<file path="config.mk">
export PLATFORM = sky130hd
export DESIGN_NAME = data_mem_arbiter_flat
export DESIGN_NICKNAME = d
export VERILOG_FILES = /design/src/rtl/data_mem_arbiter_pkg.sv /design/src/rtl/data_mem_arbiter_if.sv /design/src/rtl/data_mem_arbiter.sv /design/src/flat_wrapper.sv
export SDC_FILE = /design/constraint.sdc
export NUM_CORES = 1
export LEC_CHECK = 0
export ABC_AREA = 0
export CAP_MARGIN = 25
export CORE_ASPECT_RATIO = 0.8
export CORE_MARGIN = 1.5
export CORE_UTILIZATION = 25
export CTS_BUF_LIST = sky130_fd_sc_hd__clkbuf_4 sky130_fd_sc_hd__clkbuf_8 sky130_fd_sc_hd__clkbuf_16
export CTS_CLUSTER_DIAMETER = 40
export DETAILED_ROUTE_END_ITERATION = 10
export HOLD_SLACK_MARGIN = 0.02
export PLACE_DENSITY = 0.79
export SYNTH_ARGS = -nofsm -noshare
export SYNTH_HDL_FRONTEND = slang
export SYNTH_SLANG_ARGS = --single-unit
</file>
<file path="constraint.sdc">
create_clock -name clk -period 1.3 [get_ports clk]
set_input_delay 0.13 -clock clk [delete_from_list [all_inputs] [get_ports clk]]
set_output_delay 0.13 -clock clk [all_outputs]
set_load 0.02 [all_outputs]
</file>
<file path="src/rtl/data_mem_arbiter_pkg.sv">
// Shared memory-side definitions for the CPU/DMA data-memory arbiter:
// widths, burst limit default, FSM state encoding and the burst counter step.
package data_mem_arbiter_pkg;

    localparam int ADDR_W        = 7;
    localparam int DATA_W        = 8;
    localparam int BURST_W       = 3;
    localparam int MAX_BURST_DEF = 4;

    typedef enum logic [1:0] {
        ST_IDLE  = 2'd0,
        ST_OWN_A = 2'd1,
        ST_OWN_B = 2'd2
    } arb_state_e;

    typedef enum logic {
        RR_A = 1'b0,
        RR_B = 1'b1
    } rr_sel_e;

    // Burst counter increment that holds at the limit instead of wrapping.
    function automatic logic [BURST_W-1:0] sat_inc(input logic [BURST_W-1:0] cnt,
                                                   input logic [BURST_W-1:0] limit);
        return (cnt < limit) ? cnt + BURST_W'(1) : cnt;
    endfunction

endpackage

</file>
<file path="src/rtl/data_mem_arbiter_if.sv">
// One requester's access port: request/write/address/data towards the arbiter,
// grant and registered read return back to the requester.
interface data_mem_arbiter_if;
    import data_mem_arbiter_pkg::*;

    logic              req;
    logic              we;
    logic [ADDR_W-1:0] addr;
    logic [DATA_W-1:0] wdata;
    logic              gnt;
    logic              rvalid;
    logic [DATA_W-1:0] rdata;

    modport master (output req, we, addr, wdata, input gnt, rvalid, rdata);
    modport slave  (input req, we, addr, wdata, output gnt, rvalid, rdata);

endinterface

</file>
<file path="src/rtl/data_mem_arbiter.sv">
// Two-requester data-memory arbiter: Mealy grants with round-robin tie break
// and a bounded burst per owner; the memory itself sits beside this block.
module data_mem_arbiter
    import data_mem_arbiter_pkg::*;
#(
    parameter int MAX_BURST = MAX_BURST_DEF
) (
    input  logic              clk,
    input  logic              rst,
    data_mem_arbiter_if.slave port_a,
    data_mem_arbiter_if.slave port_b,
    output logic [ADDR_W-1:0] o_lineNumber,
    output logic [DATA_W-1:0] o_memIn,
    output logic              o_memRead,
    output logic              o_memWrite,
    input  logic [DATA_W-1:0] i_memOut
);

    localparam logic [BURST_W-1:0] BURST_LIMIT = BURST_W'(MAX_BURST);

    arb_state_e         r_state;
    logic [BURST_W-1:0] r_burst_cnt;
    rr_sel_e            r_rr_next;
    logic               r_rvalid_a;
    logic               r_rvalid_b;
    logic               w_gnt_a;
    logic               w_gnt_b;
    logic               w_rvalid_a;
    logic               w_rvalid_b;

    // Grant decision from current owner, burst count and live requests.
    always_comb begin
        w_gnt_a = 1'b0;
        w_gnt_b = 1'b0;
        if (rst) begin
            w_gnt_a = 1'b0;
            w_gnt_b = 1'b0;
        end else begin
            case (r_state)
                ST_IDLE: begin
                    if (port_a.req && port_b.req) begin
                        w_gnt_a = (r_rr_next == RR_A);
                        w_gnt_b = (r_rr_next == RR_B);
                    end else begin
                        w_gnt_a = port_a.req;
                        w_gnt_b = port_b.req;
                    end
                end
                ST_OWN_A: begin
                    if (port_a.req && ((r_burst_cnt < BURST_LIMIT) || !port_b.req)) begin
                        w_gnt_a = 1'b1;
                    end else begin
                        w_gnt_b = port_b.req;
                    end
                end
                ST_OWN_B: begin
                    if (port_b.req && ((r_burst_cnt < BURST_LIMIT) || !port_a.req)) begin
                        w_gnt_b = 1'b1;
                    end else begin
                        w_gnt_a = port_a.req;
                    end
                end
                default: begin
                    w_gnt_a = 1'b0;
                    w_gnt_b = 1'b0;
                end
            endcase
        end
    end

    // Steer the granted requester onto the memory bus; idle bus is all zero.
    always_comb begin
        o_lineNumber = '0;
        o_memIn      = '0;
        o_memRead    = 1'b0;
        o_memWrite   = 1'b0;
        if (w_gnt_a) begin
            o_lineNumber = port_a.addr;
            o_memIn      = port_a.wdata;
            o_memWrite   = port_a.we;
            o_memRead    = !port_a.we;
        end else if (w_gnt_b) begin
            o_lineNumber = port_b.addr;
            o_memIn      = port_b.wdata;
            o_memWrite   = port_b.we;
            o_memRead    = !port_b.we;
        end else begin
            o_lineNumber = '0;
            o_memIn      = '0;
            o_memRead    = 1'b0;
            o_memWrite   = 1'b0;
        end
    end

    // Ownership FSM, burst counter, round-robin pointer and read-valid pipeline.
    always_ff @(posedge clk) begin
        if (rst) begin
            r_state     <= ST_IDLE;
            r_burst_cnt <= '0;
            r_rr_next   <= RR_A;
            r_rvalid_a  <= 1'b0;
            r_rvalid_b  <= 1'b0;
        end else begin
            r_rvalid_a <= w_gnt_a && !port_a.we;
            r_rvalid_b <= w_gnt_b && !port_b.we;
            if (w_gnt_a) begin
                if (r_state == ST_OWN_A) begin
                    r_burst_cnt <= sat_inc(r_burst_cnt, BURST_LIMIT);
                end else begin
                    r_state     <= ST_OWN_A;
                    r_burst_cnt <= BURST_W'(1);
                    r_rr_next   <= RR_B;
                end
            end else if (w_gnt_b) begin
                if (r_state == ST_OWN_B) begin
                    r_burst_cnt <= sat_inc(r_burst_cnt, BURST_LIMIT);
                end else begin
                    r_state     <= ST_OWN_B;
                    r_burst_cnt <= BURST_W'(1);
                    r_rr_next   <= RR_A;
                end
            end else begin
                r_state     <= ST_IDLE;
                r_burst_cnt <= '0;
            end
        end
    end

    // A read return still in flight when reset arrives is suppressed.
    assign w_rvalid_a = r_rvalid_a && !rst;
    assign w_rvalid_b = r_rvalid_b && !rst;

    assign port_a.gnt    = w_gnt_a;
    assign port_b.gnt    = w_gnt_b;
    assign port_a.rvalid = w_rvalid_a;
    assign port_b.rvalid = w_rvalid_b;
    assign port_a.rdata  = w_rvalid_a ? i_memOut : '0;
    assign port_b.rdata  = w_rvalid_b ? i_memOut : '0;

endmodule

</file>
<file path="src/flat_wrapper.sv">
// flat-port wrapper written by rule: the top's interface ports become plain ports
module data_mem_arbiter_flat import data_mem_arbiter_pkg::*;
#(
    parameter int MAX_BURST = MAX_BURST_DEF
)
  (clk, rst, o_lineNumber, o_memIn, o_memRead, o_memWrite, i_memOut, port_a_req, port_a_we, port_a_addr, port_a_wdata, port_a_gnt, port_a_rvalid, port_a_rdata, port_b_req, port_b_we, port_b_addr, port_b_wdata, port_b_gnt, port_b_rvalid, port_b_rdata);
  data_mem_arbiter_if port_a_i ();
  data_mem_arbiter_if port_b_i ();
  input  logic clk;
  input  logic rst;
  output logic [ADDR_W-1:0] o_lineNumber;
  output logic [DATA_W-1:0] o_memIn;
  output logic o_memRead;
  output logic o_memWrite;
  input  logic [DATA_W-1:0] i_memOut;
  input wire logic [$bits(port_a_i.req)-1:0] port_a_req;
  input wire logic [$bits(port_a_i.we)-1:0] port_a_we;
  input wire logic [$bits(port_a_i.addr)-1:0] port_a_addr;
  input wire logic [$bits(port_a_i.wdata)-1:0] port_a_wdata;
  output wire logic [$bits(port_a_i.gnt)-1:0] port_a_gnt;
  output wire logic [$bits(port_a_i.rvalid)-1:0] port_a_rvalid;
  output wire logic [$bits(port_a_i.rdata)-1:0] port_a_rdata;
  input wire logic [$bits(port_b_i.req)-1:0] port_b_req;
  input wire logic [$bits(port_b_i.we)-1:0] port_b_we;
  input wire logic [$bits(port_b_i.addr)-1:0] port_b_addr;
  input wire logic [$bits(port_b_i.wdata)-1:0] port_b_wdata;
  output wire logic [$bits(port_b_i.gnt)-1:0] port_b_gnt;
  output wire logic [$bits(port_b_i.rvalid)-1:0] port_b_rvalid;
  output wire logic [$bits(port_b_i.rdata)-1:0] port_b_rdata;
  assign port_a_i.req = port_a_req;
  assign port_a_i.we = port_a_we;
  assign port_a_i.addr = port_a_addr;
  assign port_a_i.wdata = port_a_wdata;
  assign port_a_gnt = port_a_i.gnt;
  assign port_a_rvalid = port_a_i.rvalid;
  assign port_a_rdata = port_a_i.rdata;
  assign port_b_i.req = port_b_req;
  assign port_b_i.we = port_b_we;
  assign port_b_i.addr = port_b_addr;
  assign port_b_i.wdata = port_b_wdata;
  assign port_b_gnt = port_b_i.gnt;
  assign port_b_rvalid = port_b_i.rvalid;
  assign port_b_rdata = port_b_i.rdata;
  data_mem_arbiter #(.MAX_BURST(MAX_BURST)) u_core (.clk(clk), .rst(rst), .port_a(port_a_i), .port_b(port_b_i), .o_lineNumber(o_lineNumber), .o_memIn(o_memIn), .o_memRead(o_memRead), .o_memWrite(o_memWrite), .i_memOut(i_memOut));
endmodule
</file>
Yosys cells after proc, flatten, opt, wreduce, memory -nomap -nowiden. Index checks and enable logic that the tools add are counted.

Input bits: 44. ROM bits: 0. Bits in registers: 8. Output and inout bits: 37. Logic and storage cells: 64. RAM bits: 0. Latch bits: 0. Memories: 0.

Bitwise logic cells: 1. Mux-type cells: 33. Add/sub/neg operators: 1. Eq/ne operators: 5. $lt $le $gt $ge: 1. Divide/modulo/power cells: 0. Multipliers: 0. Shift operators: 0. Reductions and logical operators: 18.

Operators with widths (number): two-way mux 8 bit (4); two-way mux 1 bit (16); two-way mux 3 bit (5); two-way mux 7 bit (2); two-way mux 2 bit (4); logical AND 1 bit (7); case mux 1 bit (3 select lines) (2); logical NOT 1 bit (5); adder 3 x 1 -> 3 bit (second input constant) (1); less-than comparator 3 bit (second input constant) (1); inequality test 3 x 2 -> 1 bit (second input constant) (1); AND reduction 3 bit (1); == test 2 x 1 -> 1 bit (second input constant) (1); == test 2 bit (second input constant) (1); logical NOT 2 bit (1); logical OR 1 bit (2); inequality test 2 x 1 -> 1 bit (second input constant) (1); inequality test 2 bit (second input constant) (1); AND reduction 2 bit (1); nonzero test 2 bit (1); inverter 1 bit (1).

Logic depth before layout (Yosys ltp).
Word-level depth: 8. Mapped depth: 6. Depth with buffers taken out: 4.

Worst setup path after synthesis. Ideal clock, no wire load.

Path type: register -> output. From: register u_core.r_state[0]. To: output o_memIn[6]. Buffers on the path: 1. Data arrival time: 1.403 ns. Cell stages (with the launch flop): 6. Slack: -0.233 ns. Data required time: 1.170 ns. Path through: dfxtp_1 and4bb_1 o21ai_1 and4b_4 buf_6 a22o_1.

Elaborated cells on any way between the ends: 9. Classes of those cells: eq/ne: 2; mux: 6; reduce/logical: 1.

RTL lines: start, declared (line data_mem_arbiter.sv:21) `arb_state_e r_state;`; start signal, assigned (line data_mem_arbiter.sv:98) `r_state <= ST_IDLE;`; start signal, assigned (line data_mem_arbiter.sv:110) `r_state <= ST_OWN_A;`; start signal, assigned (line data_mem_arbiter.sv:118) `r_state <= ST_OWN_B;`; == test 2 bit (tied with other cells) (line data_mem_arbiter.sv:39) `case (r_state)`; case mux 1 bit (3 select lines) (*) (line data_mem_arbiter.sv:39); two-way mux 1 bit (*) (line data_mem_arbiter.sv:35) `if (rst) begin`; net port_a_gnt (line flat_wrapper.sv:20) `output wire logic [$bits(port_a_i.gnt)-1:0] port_a_gnt;`; two-way mux 8 bit (*) (line data_mem_arbiter.sv:77) `if (w_gnt_a) begin`; end, declared (line flat_wrapper.sv:12) `output logic [DATA_W-1:0] o_memIn;`.

Mark *: on every way through the listed nets, which the timed path passes. The rest lies on a longest branch.

Final worst setup path.
From: register u_core.r_state[1]. To: output o_lineNumber[3].

Longest elaborated chain between the ends: 5. Elaborated cells on any way between the ends: 9. Classes of those cells: eq/ne: 2; mux: 6; reduce/logical: 1.

Ends and longest elaborated chain: == test 2 bit (tied with other cells) (line data_mem_arbiter.sv:39); case mux 1 bit (3 select lines) (line data_mem_arbiter.sv:39); two-way mux 1 bit (line data_mem_arbiter.sv:35); two-way mux 7 bit (line data_mem_arbiter.sv:82) `end else if (w_gnt_b) begin`; two-way mux 7 bit (*) (line data_mem_arbiter.sv:77); end, declared (line flat_wrapper.sv:11) `output logic [ADDR_W-1:0] o_lineNumber;`.

Mark *: on every way between the ends. The rest lies on a longest branch, timed or not.

==> key figures <==
Status
  – Status: finished, violations left
  – Failing checks: setup timing

Run
  – Max cap viols: 0

Setup path
  – Worst setup EP type: output port
  – FF-to-FF End: u_core.r_burst_cnt[0]
  – CP Capture Point: o_lineNumber[3]
  – CP required: 1170 ps
  – Startpoint Class: flip-flop
  – Data arrival, critical path: 1710 ps
  – Worst reg2reg path startpoint: u_core.r_state[0]
  – Worst r2r path cells: 7
  – Register-to-register setup slack: -290 ps
  – Crit path from: u_core.r_state[1]
  – Worst Path Max Fanout: 6
  – Kind of critical path: reg -> out

STA
  – TNS Setup: -10350 ps
  – RSZ-0062 raised after global routing: true
  – Tcrit/Tclk final: 141.8%
  – Worst-Margin Slew: 258.4 ps
  – Setup Skew: 0.3385 ps
  – Highest clock rate: 0.5424 GHz
  – Hold Vio Cnt, Final: 0
  – Max-slew violations: 0
  – Tmin final: 1844 ps
  – PnR worst setup slack: -543.7 ps
  – Hold slack: 421.4 ps
  – Max-Slew Margin vs Limit: 82.61%
  – Final setup viols: 22

Floorplan
  – IO Pins: 81
  – Core area: 2829 um2
  – Die ar.: 3374 um2
  – Floorplan row count: 17
  – Initial Util: 26.80%
  – Die Span X: 64.57 um
  – Die height: 52.26 um

Global routing
  – Largest net degree at the start of global routing: 11
  – Vias in the first global route: 1136
  – Tot GR Track Use: 20.71%
  – Initial antenna violation count: 0
  – Grt met3 use: 6.452%
  – First-pass GRT wire length: 5264 um
  – Met1 global-route usage: 19.61%
  – Most used routing layer: met2
  – GRT met2 Usage: 44.62%
  – GR Overflow Total: 0

Power and ir drop
  – Switching share of power: 29.92%
  – Int Pwr: 858.9 uW
  – Cell Pwr Density: 616.0 nW/um2
  – Net Switching: 366.6 uW
  – Clock share of power: 24.4%
  – Sequential power share: 22.1%
  – Maximum VDD drop: 665.5 uV
  – Leakage: 0.9476 nW
  – Combinational share of power: 53.5%
  – Total power: 1.225 mW

Layout
  – Nets: 236
  – Layout filler cell count: 197
  – Share of layout cells above drive strength 1: 49.21%
  – Fin cells: 227
  – Commonest non-fill, non-tap cell in the layout: clkdlybuf4s50_1
  – Antenna fix cells: 0
  – Area Growth Syn to Fin: 162.4%
  – Commonest non-fill, non-tap cells in the layout: 41 x clkdlybuf4s50_1, 19 x buf_6, 18 x and2_1

Placed design
  – Dpl hpwl: 2637 um
  – Worst slack at placement: -1003 ps
  – Placed Cells: 215
  – RD Place Congestion: 0.9038
  – # port buffers: 80

Detailed routing
  – Vias per cell: 4.938
  – Vias: 1121
  – Final Routed Wirelength: 3748 um
  – Initial DRC Count: 17
  – First drt pass iteration count: 4
  – WL/cell: 16.51 um
  – Post-DRT Antenna Nets: 0
  – Drt drc: 0

Synth
  – Yosys warns: 0
  – Synth Net Count: 137
  – Mapped cell area: 758.2 um2
  – Seq cells post-synth: 8
  – Cell count after synthesis: 92
  – Sequential-to-total area share from yosys stat: 21.12%
  – Synthesized area per cell: 8.242 um2
  – Distinct cells, synth: 36

Clock network
  – CTS clk-pin slew, worst paths: 40 ps
  – Worst-case clock buffer depth: 2
  – Clk_lat worst skew: 230 ps
  – CTS sink count: 8
  – Htree depth: 1
  – Root buf cell: clkbuf_8
  – CTS buffer count: 3
  – Clock tree from TritonCTS: built

Hold path
  – Hold Path Depth: 3
  – Min-Delay Path Class: in -> reg
-- stage by stage --
| stage | instance area, um2 | util (%) |
|---|---|---|
| floorplan | 917.1 | - |
| global placement | 1828 | 64.62 |
| detailed placement | 1828 | 64.62 |
| CTS | 1906 | 67.36 |
| global route | 1989 | 70.32 |
| finish | 1989 | 70.32 |
-- power groups by stage --
| stage | Combinational [mW] | Clock [mW] | Sequential (mW) |
|---|---|---|---|
| 2_1_floorplan | 0.267 | 0 | 0.272 |
| 3_3_place_gp | 0.557 | 0 | 0.275 |
| 3_5_place_dp | 0.570 | 0 | 0.276 |
| 4_1_cts | 0.624 | 0.300 | 0.273 |
| 5_1_grt | 0.687 | 0.320 | 0.273 |
| 6_report | 0.656 | 0.299 | 0.271 |
-- what timing repair did --
item                       4_1_cts  5_1_grt
setup endpoints to repair       41       41
gates cloned                     2        3
hold buffers                     0        0
resized for setup              193       19
pin swaps                        5        5
buffers inserted                 2        2
-- per-layer routing --
layer | wire [um] | part of all wire, %
met1 | 1302 | 35
met2 | 2151 | 57
met3 | 295 | 7.9
met4 | 0 | 0
met5 | 0 | 0
-- synthesized netlist by cell type --
cell / n / area share, %
nand2_1: 1 / 0.49
xnor2_1: 2 / 2.3
and4b_4: 1 / 1.8
o21bai_1: 1 / 0.99
nor2b_1: 3 / 2.5
and3_1: 2 / 1.6
mux2i_1: 1 / 1.3
a21oi_1: 2 / 1.3
a311oi_1: 1 / 1.2
clkbuf_2: 1 / 0.66
o211ai_1: 1 / 0.99
a22o_1: 11 / 13
nor4_1: 1 / 0.83
buf_6: 3 / 4.5
and4b_2: 1 / 1.5
a21boi_0: 1 / 0.99
and2_2: 1 / 0.99
buf_2: 2 / 1.3
inv_1: 5 / 2.5
nand2b_1: 1 / 0.83
a22o_2: 6 / 7.9
or2_2: 1 / 0.83
nand3_1: 1 / 0.66
nor3_1: 1 / 0.66
o32a_2: 1 / 1.5
ha_1: 1 / 1.6
dfxtp_1: 8 / 21
o21ai_0: 2 / 1.3
clkbuf_1: 2 / 0.99
buf_4: 1 / 0.99
nor2_1: 4 / 2.0
a21o_2: 1 / 1.2
a31oi_1: 1 / 0.83
and2_1: 18 / 15
o21ai_1: 1 / 0.66
and4bb_1: 1 / 1.6
-- critical path: stages (launching register included) --
cell and delay (ps):
dfxtp_2 350, and4bb_1 220, o21ai_1 160, and4b_4 360, buf_12 150, a22o_4 130
buf_6 110
-- area by class of cell --
cell class / count / area, um2 / area share [%]
inverters: 5 / 18.77 / 0.9434
well taps: 38 / 47.55 / 2.390
multi-input cells: 70 / 694.4 / 34.91
clock buffers: 3 / 41.29 / 2.075
repair buffers: 103 / 1018 / 51.20
flip-flops and latches: 8 / 168.9 / 8.491
-- logic make-up (layout without fill, tap and decap cells) --
logic type / after synthesis / after routing / synth area share (%)
buffers and inverters: 14 / 111 / 10.89
multiplexers: 1 / 1 / 1.320
AND/OR/NAND/NOR: 37 / 37 / 31.19
AO/OA/AOI/OAI: 29 / 29 / 31.52
XOR/XNOR: 2 / 2 / 2.311
flip-flops: 8 / 8 / 21.12
adder cells (fa/ha/maj): 1 / 1 / 1.650
-- sequential cells by signal (all words and copies together), names as in the netlist --
name                count
u_core.r_rr_next        1
u_core.r_rvalid_a       1
u_core.r_burst_cnt      3
u_core.r_state          2
u_core.r_rvalid_b       1
-- how the worst min path moves through the flow --
stage | end | start | slack, ps
6_report | u_core.r_burst_cnt[2] | rst | 420
5_1_grt | u_core.r_rr_next | rst | 440
4_1_cts | u_core.r_burst_cnt[2] | rst | 430
3_5_place_dp | u_core.r_burst_cnt[1] | u_core.r_burst_cnt[1] | 500
3_3_place_gp | u_core.r_burst_cnt[1] | u_core.r_burst_cnt[1] | 480
2_1_floorplan | u_core.r_rr_next | rst | 200
Note: power is estimated with default switching activity, not from simulation.
